### config.mk
export PLATFORM = sky130hd
export DESIGN_NAME = branch_resolve_unit_flat
export DESIGN_NICKNAME = d
export VERILOG_FILES = /design/src/rtl/branch_resolve_unit_if.sv /design/src/rtl/branch_resolve_unit.sv /design/src/flat_wrapper.sv
export SDC_FILE = /design/constraint.sdc
export NUM_CORES = 1
export LEC_CHECK = 0
export CORE_MARGIN = 5
export CORE_UTILIZATION = 45
export DETAILED_ROUTE_END_ITERATION = 7
export PLACE_DENSITY = 0.79
export SETUP_SLACK_MARGIN = 0.4
export SLEW_MARGIN = 30
export SYNTH_ARGS = -nofsm -noshare
export SYNTH_HDL_FRONTEND = slang
export SYNTH_SLANG_ARGS = --single-unit
### constraint.sdc
create_clock -name clk -period 3.8 [get_ports clk]
set_clock_uncertainty 0.05 [all_clocks]
set_input_delay 0.38 -clock clk [delete_from_list [all_inputs] [get_ports clk]]
set_output_delay 0.38 -clock clk [all_outputs]
set_load 0.1 [all_outputs]
### src/rtl/branch_resolve_unit_if.sv
// rtl/branch_resolve_unit_if.sv - branch request/result bundle between decode and the branch resolve unit
//
// Purpose: groups the decode-stage branch request (operands, readiness, PC,
// offset, prediction, flush) and the registered resolution result.
// Signal suffixes are relative to the resolve unit (_i into it, _o out of it).
//   valid_i, b_sel_i, opa_i, opb_i, opa_rdy_i, opb_rdy_i,
//   pc_i, imm16_i, pred_i, flush_i            : request from decode
//   stall_o                                    : combinational hold for D
//   res_valid_o, taken_o, link_o, mispredict_o,
//   target_o, link_addr_o                      : registered result
// Modports: master = decode side, slave = resolve unit.

interface branch_resolve_unit_if #(
    parameter int DATA_W = 32
);
    logic              valid_i;
    logic [3:0]        b_sel_i;
    logic [DATA_W-1:0] opa_i;
    logic [DATA_W-1:0] opb_i;
    logic              opa_rdy_i;
    logic              opb_rdy_i;
    logic [31:0]       pc_i;
    logic [15:0]       imm16_i;
    logic              pred_i;
    logic              flush_i;
    logic              stall_o;
    logic              res_valid_o;
    logic              taken_o;
    logic              link_o;
    logic              mispredict_o;
    logic [31:0]       target_o;
    logic [31:0]       link_addr_o;

    modport master (
        output valid_i, b_sel_i, opa_i, opb_i, opa_rdy_i, opb_rdy_i,
               pc_i, imm16_i, pred_i, flush_i,
        input  stall_o, res_valid_o, taken_o, link_o, mispredict_o,
               target_o, link_addr_o
    );

    modport slave (
        input  valid_i, b_sel_i, opa_i, opb_i, opa_rdy_i, opb_rdy_i,
               pc_i, imm16_i, pred_i, flush_i,
        output stall_o, res_valid_o, taken_o, link_o, mispredict_o,
               target_o, link_addr_o
    );
endinterface

### src/rtl/branch_resolve_unit.sv
// rtl/branch_resolve_unit.sv - decode-stage branch compare, target/link generation, BHT and statistics
//
// Purpose: resolves a branch in D once the operands it needs are forwarded,
// registers the decision one cycle later with a mispredict flag, keeps
// saturating branch/mispredict counters and an optional 2-bit BHT.
// Ports:
//   clk, reset        : clock, synchronous active-high reset
//   br (slave)        : branch request / registered result bundle
//   fetch_pc_i        : fetch PC for the BHT lookup
//   pred_taken_o      : combinational BHT prediction for fetch_pc_i
//   br_cnt_o, mp_cnt_o: resolved-branch and mispredict counters
// Build option: define BRU_BHT_EN to include the branch history table;
// without it pred_taken_o is tied to 0.

module branch_resolve_unit #(
    parameter int DATA_W    = 32,
    parameter int BHT_IDX_W = 4,
    parameter int CNT_W     = 16
) (
    input  logic                clk,
    input  logic                reset,
    branch_resolve_unit_if.slave br,
    input  logic [31:0]         fetch_pc_i,
    output logic                pred_taken_o,
    output logic [CNT_W-1:0]    br_cnt_o,
    output logic [CNT_W-1:0]    mp_cnt_o
);
    // Mode encodings of b_sel_i
    localparam logic [3:0] M_BEQ    = 4'd0;
    localparam logic [3:0] M_BGEZAL = 4'd1;
    localparam logic [3:0] M_BNE    = 4'd2;
    localparam logic [3:0] M_BGEZ   = 4'd3;
    localparam logic [3:0] M_BLTZ   = 4'd4;
    localparam logic [3:0] M_BGTZ   = 4'd5;
    localparam logic [3:0] M_BLEZ   = 4'd6;
    localparam logic [3:0] M_BLTZAL = 4'd7;

    logic        need_b;
    logic        ops_rdy;
    logic        accept;
    logic        taken_c;
    logic        link_c;
    logic        a_neg;
    logic        a_zero;
    logic [31:0] imm_ext;

    logic              res_valid_q, res_valid_d;
    logic              taken_q, taken_d;
    logic              link_q, link_d;
    logic              mp_q, mp_d;
    logic [31:0]       target_q, target_d;
    logic [31:0]       link_addr_q, link_addr_d;
    logic [CNT_W-1:0]  br_cnt_q, br_cnt_d;
    logic [CNT_W-1:0]  mp_cnt_q, mp_cnt_d;

    // Only the two-register compares wait on rt; everything else, reserved
    // modes included, waits on rs alone.
    assign need_b  = (br.b_sel_i == M_BEQ) || (br.b_sel_i == M_BNE);
    assign ops_rdy = br.opa_rdy_i & (br.opb_rdy_i | ~need_b);

    assign br.stall_o = ~reset & br.valid_i & ~br.flush_i & ~ops_rdy;
    assign accept     = ~reset & br.valid_i & ~br.flush_i & ops_rdy;

    // Signed compares against zero reduce to sign bit and zero detect.
    assign a_neg  = br.opa_i[DATA_W-1];
    assign a_zero = (br.opa_i == '0);

    always_comb begin
        taken_c = 1'b0;
        case (br.b_sel_i)
            M_BEQ:             taken_c = (br.opa_i == br.opb_i);
            M_BNE:             taken_c = (br.opa_i != br.opb_i);
            M_BGEZ, M_BGEZAL:  taken_c = ~a_neg;
            M_BLTZ, M_BLTZAL:  taken_c = a_neg;
            M_BGTZ:            taken_c = ~a_neg & ~a_zero;
            M_BLEZ:            taken_c = a_neg | a_zero;
            default:           taken_c = 1'b0;
        endcase
    end

    // Link modes write $ra regardless of the outcome.
    assign link_c  = (br.b_sel_i == M_BGEZAL) || (br.b_sel_i == M_BLTZAL);
    assign imm_ext = {{14{br.imm16_i[15]}}, br.imm16_i, 2'b00};

    always_comb begin
        res_valid_d = accept;
        taken_d     = taken_q;
        link_d      = link_q;
        mp_d        = mp_q;
        target_d    = target_q;
        link_addr_d = link_addr_q;
        br_cnt_d    = br_cnt_q;
        mp_cnt_d    = mp_cnt_q;
        if (accept) begin
            taken_d     = taken_c;
            link_d      = link_c;
            mp_d        = taken_c ^ br.pred_i;
            target_d    = br.pc_i + 32'd4 + imm_ext;
            link_addr_d = br.pc_i + 32'd8;
            if (br_cnt_q != '1) begin
                br_cnt_d = br_cnt_q + 1'b1;
            end
            if ((taken_c ^ br.pred_i) && (mp_cnt_q != '1)) begin
                mp_cnt_d = mp_cnt_q + 1'b1;
            end
        end
    end

    always_ff @(posedge clk) begin
        if (reset) begin
            res_valid_q <= 1'b0;
            taken_q     <= 1'b0;
            link_q      <= 1'b0;
            mp_q        <= 1'b0;
            target_q    <= '0;
            link_addr_q <= '0;
            br_cnt_q    <= '0;
            mp_cnt_q    <= '0;
        end else begin
            res_valid_q <= res_valid_d;
            taken_q     <= taken_d;
            link_q      <= link_d;
            mp_q        <= mp_d;
            target_q    <= target_d;
            link_addr_q <= link_addr_d;
            br_cnt_q    <= br_cnt_d;
            mp_cnt_q    <= mp_cnt_d;
        end
    end

    assign br.res_valid_o  = res_valid_q;
    assign br.taken_o      = taken_q;
    assign br.link_o       = link_q;
    assign br.mispredict_o = mp_q;
    assign br.target_o     = target_q;
    assign br.link_addr_o  = link_addr_q;
    assign br_cnt_o        = br_cnt_q;
    assign mp_cnt_o        = mp_cnt_q;

`ifdef BRU_BHT_EN
    localparam int BHT_N = 1 << BHT_IDX_W;

    logic [1:0]           bht_q [BHT_N];
    logic [BHT_IDX_W-1:0] upd_idx;
    logic [BHT_IDX_W-1:0] rd_idx;

    assign upd_idx = br.pc_i[BHT_IDX_W+1:2];
    assign rd_idx  = fetch_pc_i[BHT_IDX_W+1:2];

    // Read straight from the registers, so a same-cycle update to the
    // entry fetch is looking at is not yet visible.
    assign pred_taken_o = bht_q[rd_idx][1];

    always_ff @(posedge clk) begin
        if (reset) begin
            for (int i = 0; i < BHT_N; i++) begin
                bht_q[i] <= 2'b01;
            end
        end else if (accept) begin
            if (taken_c && (bht_q[upd_idx] != 2'b11)) begin
                bht_q[upd_idx] <= bht_q[upd_idx] + 2'd1;
            end else if (!taken_c && (bht_q[upd_idx] != 2'b00)) begin
                bht_q[upd_idx] <= bht_q[upd_idx] - 2'd1;
            end
        end
    end
`else
    assign pred_taken_o = 1'b0;
`endif

    // Bits of fetch_pc_i outside the table index are architecturally ignored.
    logic unused_fetch_pc;
    assign unused_fetch_pc = ^fetch_pc_i;

endmodule
### src/flat_wrapper.sv
// flat-port wrapper written by rule: the top's interface ports become plain ports
module branch_resolve_unit_flat 
#(
    parameter int DATA_W    = 32,
    parameter int BHT_IDX_W = 4,
    parameter int CNT_W     = 16
)
  (clk, reset, fetch_pc_i, pred_taken_o, br_cnt_o, mp_cnt_o, br_valid_i, br_b_sel_i, br_opa_i, br_opb_i, br_opa_rdy_i, br_opb_rdy_i, br_pc_i, br_imm16_i, br_pred_i, br_flush_i, br_stall_o, br_res_valid_o, br_taken_o, br_link_o, br_mispredict_o, br_target_o, br_link_addr_o);
  branch_resolve_unit_if #(.DATA_W(DATA_W)) br_i ();
  input  logic clk;
  input  logic reset;
  input  logic [31:0] fetch_pc_i;
  output logic pred_taken_o;
  output logic [CNT_W-1:0] br_cnt_o;
  output logic [CNT_W-1:0] mp_cnt_o;
  input wire logic [$bits(br_i.valid_i)-1:0] br_valid_i;
  input wire logic [$bits(br_i.b_sel_i)-1:0] br_b_sel_i;
  input wire logic [$bits(br_i.opa_i)-1:0] br_opa_i;
  input wire logic [$bits(br_i.opb_i)-1:0] br_opb_i;
  input wire logic [$bits(br_i.opa_rdy_i)-1:0] br_opa_rdy_i;
  input wire logic [$bits(br_i.opb_rdy_i)-1:0] br_opb_rdy_i;
  input wire logic [$bits(br_i.pc_i)-1:0] br_pc_i;
  input wire logic [$bits(br_i.imm16_i)-1:0] br_imm16_i;
  input wire logic [$bits(br_i.pred_i)-1:0] br_pred_i;
  input wire logic [$bits(br_i.flush_i)-1:0] br_flush_i;
  output wire logic [$bits(br_i.stall_o)-1:0] br_stall_o;
  output wire logic [$bits(br_i.res_valid_o)-1:0] br_res_valid_o;
  output wire logic [$bits(br_i.taken_o)-1:0] br_taken_o;
  output wire logic [$bits(br_i.link_o)-1:0] br_link_o;
  output wire logic [$bits(br_i.mispredict_o)-1:0] br_mispredict_o;
  output wire logic [$bits(br_i.target_o)-1:0] br_target_o;
  output wire logic [$bits(br_i.link_addr_o)-1:0] br_link_addr_o;
  assign br_i.valid_i = br_valid_i;
  assign br_i.b_sel_i = br_b_sel_i;
  assign br_i.opa_i = br_opa_i;
  assign br_i.opb_i = br_opb_i;
  assign br_i.opa_rdy_i = br_opa_rdy_i;
  assign br_i.opb_rdy_i = br_opb_rdy_i;
  assign br_i.pc_i = br_pc_i;
  assign br_i.imm16_i = br_imm16_i;
  assign br_i.pred_i = br_pred_i;
  assign br_i.flush_i = br_flush_i;
  assign br_stall_o = br_i.stall_o;
  assign br_res_valid_o = br_i.res_valid_o;
  assign br_taken_o = br_i.taken_o;
  assign br_link_o = br_i.link_o;
  assign br_mispredict_o = br_i.mispredict_o;
  assign br_target_o = br_i.target_o;
  assign br_link_addr_o = br_i.link_addr_o;
  branch_resolve_unit #(.DATA_W(DATA_W), .BHT_IDX_W(BHT_IDX_W), .CNT_W(CNT_W)) u_core (.clk(clk), .reset(reset), .br(br_i), .fetch_pc_i(fetch_pc_i), .pred_taken_o(pred_taken_o), .br_cnt_o(br_cnt_o), .mp_cnt_o(mp_cnt_o));
endmodule
==> impl_metrics.yaml <==
worst_setup_path:
  slowest_delay_ps: 430
  critPathArrivalTime_ps: 3470
  crit_chain: "clkdlybuf4s50_1 -> ha_1 -> ha_1 -> fa_2 -> a21oi_2 -> o2111ai_2 -> a31o_2 -> a31o_4 -> a21o_4 -> a2111oi_4 -> nor3_2 -> o31ai_2"
  required_ps: 4020
  critPathMostFrequentCell: "ha_1"
  cpLargestDelayFamily: "compound AO/OA/AOI/OAI gates"
  r2r_setup_slack_ps: 1410
  critPathBufInv: 1
  end_kind: "register"
  worst-path-max-fanout: 4
  path_class: "primary input to register"
  startpoint_type: "primary input"
  critPathSlowestCell: "clkdlybuf4s50_1"
placed_design:
  post-dp-hpwl_um: 14500
  gp_congestion: 0.867
  port_buffers: 223
  place_area_um2: 8900
grt:
  grt_max_degree: 78
  antenna_found_initial: 0
  grt_pass1_wl_um: 29700
  grt_pass1_vias: 6108
  grtUsageTotal_pct: 21.8
  gr-total-overflow: 0
sta:
  period_minus_slack_ps: 3250
  finalHoldViolations: 0
  relSlewSlack_pct: 30.3
  fin_tns_setup_ps: 0
  grt_setup_unrepaired: "no"
  worst_slew_pin_slew_ps: 1040
  fmax_mhz: 307
  holdWs_ps: 404
  finalSetupViolations: 0
  period_share_pct: 85.6
  final_max_slew_viol_count: 0
route:
  wirelength_um: 18400
  avgRoutedWirePerCell_um: 15.6
  drc: 0
  avgViaCountPerCell: 5.32
  drt_first_pass_iters: 4
  first_iter_violations: 331
  vias: 6297
  final_antenna_net_count: 0
cells_and_area:
  nFillCells: 1250
  area_growth_syn_to_layout_pct: 42.0
  n_antenna_cell: 0
  fin_nets: 1211
  drive_above_1_share_pct: 6.30
  post-route-cell-area_um2: 9220
cts:
  root_buffer: "clkbuf_16"
  clkSinkCount: 98
  postCtsHoldBufs: 0
  clockBufferDepth: 2
  clk_pin_slew_ps: 70
  clock_latency_ps: 360
  cts_tree: "done"
  htree_levels: 3
  cts_buffers: 9
synth:
  ys_async_sr_fraction_pct: 0
  yosysTopAreaCellShare_pct: 30.2
  synth_most_common_cell: "dfxtp_1"
  synth.area.top_cells: "dfxtp_1 30%, ha_1 12%, xnor2_1 8.0%"
  ys_ff_latch: 98
  ys_warn_count: 0
  yosysSeqAreaShare_pct: 30.2
  synth_commonest_cells: "98 x dfxtp_1, 91 x nand3_1, 60 x ha_1"
  synth_ff_type: "dfxtp_1"
  synth_cells: 775
  synth.largest_area_cell: "dfxtp_1"
  synth_edf_count: 0
  syn_nets: 991
  syn_area_um2: 6490
  synthDistinctLibCells: 72
  syn_area_per_cell_um2: 8.38
floorplan:
  die_h_um: 130
  io_pins: 257
  initial_core_util_pct: 45.2
  core_area_um2: 14400
  fp-row-count: 44
  die_w_um: 130
  dieArea_um2: 16900
flow_run:
  maxCapViolCount: 0
pwr:
  p_comb_share_pct: 32.9
  clock_power_share_pct: 31.5
  pwr-share-seq_pct: 35.5
  p_sw_w: 0.00106
  p_int_w: 0.00197
  ir_drop_uv: 186
  netSwitchingFraction_pct: 34.9
  p_per_area_nw_per_um2: 329
  p_leak_nw: 3.50
outcome:
  outcome: "completed"
min_path:
  hp-class: "register to register"
## logic make-up (layout without fill, tap and decap cells)
family | count (synthesis) | in the layout | share of synthesized area [%]
simple gates | 290 | 290 | 22.4
compound gates | 161 | 161 | 16.3
flops | 98 | 98 | 30.2
xor+xnor | 96 | 96 | 12.9
fa+ha+maj | 62 | 62 | 12.0
buf+inv | 56 | 281 | 4.30
mux | 11 | 11 | 1.85
other cells | 1 | 1 | 0.0577
## worst reg2reg max path: cells and delay by family, from the launching register on
| kind | cells | cell delay (ps) |
|---|---|---|
| AND/OR/NAND/NOR | 6 | 1270 |
| flip-flops | 1 | 420 |
| multiplexers | 1 | 320 |
| buffers and inverters | 1 | 210 |
## metrics by stage
stage	instances	setup slack [ps]	util (%)	total power [W]
4_1_cts	1183	420	64.1	0.00306
5_1_grt	1184	380	64.2	0.00318
2_1_floorplan	775	436	-	0.00177
3_3_place_gp	1167	28.7	62.1	0.00208
6_report	1184	547	64.2	0.00303
3_5_place_dp	1167	-3.91	61.9	0.00209
## cell type report
class	instances	area, um2	area share, %
multi-input combinational	621	4270	46.3
timing repair buffer	244	2370	25.7
sequential	98	1960	21.3
tap	184	230	2.50
clock buffer	9	225	2.44
clock inverter	7	81.3	0.882
inverter	21	78.8	0.855
## state kept, by name (all words and copies together) (netlist names)
signal                  flops
u_core.br.taken_o           1
u_core.br.link_o            1
u_core.br.res_valid_o       1
u_core.br.mispredict_o      1
u_core.br.target_o         30
u_core.br.link_addr_o      32
u_core.br_cnt_o            16
u_core.mp_cnt_o            16
## final timing paths
| check | depth (start not counted) | end | start |
|---|---|---|---|
| worst max-delay path | 12 | u_core.br.target_o[31] | br_pc_i[3] |
| worst min-delay path | 2 | u_core.br.target_o[4] | u_core.br.target_o[4] |
| worst max register to register | 8 | u_core.mp_cnt_o[8] | u_core.mp_cnt_o[3] |
| worst min register to register | 2 | u_core.br.target_o[4] | u_core.br.target_o[4] |
## placed cells by master (no fill, tap or decap), drive strengths merged, types with 7 or more instances in the layout
cell / count
and3: 10
dfxtp: 98
ha: 60
nand3: 91
clkdlybuf4s50: 215
nand2: 55
xor2: 37
o21bai: 9
nor4: 17
nor2b: 9
inv: 25
xnor2: 59
nor2: 53
buf: 28
nand4: 18
clkbuf: 9
a21oi: 32
nor3: 15
a21o: 7
o21ai: 65
mux2: 8
o31ai: 9
## layer usage
layer | up-vias | global-route usage (%) | routed length, um
met5 | - | 0 | 0
met4 | 0 | 6.60 | 332
met3 | 24 | 4.05 | 892
met2 | 128 | 36.8 | 8790
met1 | 2897 | 28.2 | 8420
li1 | 3248 | - | -
## what timing repair did
item | in CTS | in global routing
pin swaps | 0 | 4
buffers inserted | 0 | 1
setup endpoints to repair | 1 | 1
resized for setup | 2 | 2
## power groups by stage
stage	Clock [W]	Combinational [W]	Sequential (W)
after floorplan	0	0.000431	0.00134
after detailed placement	0	0.000989	0.00110
after global routing	0.00102	0.00108	0.00108
after CTS	0.000982	0.000999	0.00108
final	0.000957	0.000999	0.00108
after global placement	0	0.000982	0.00110
Power figures use the tool's default switching activity.
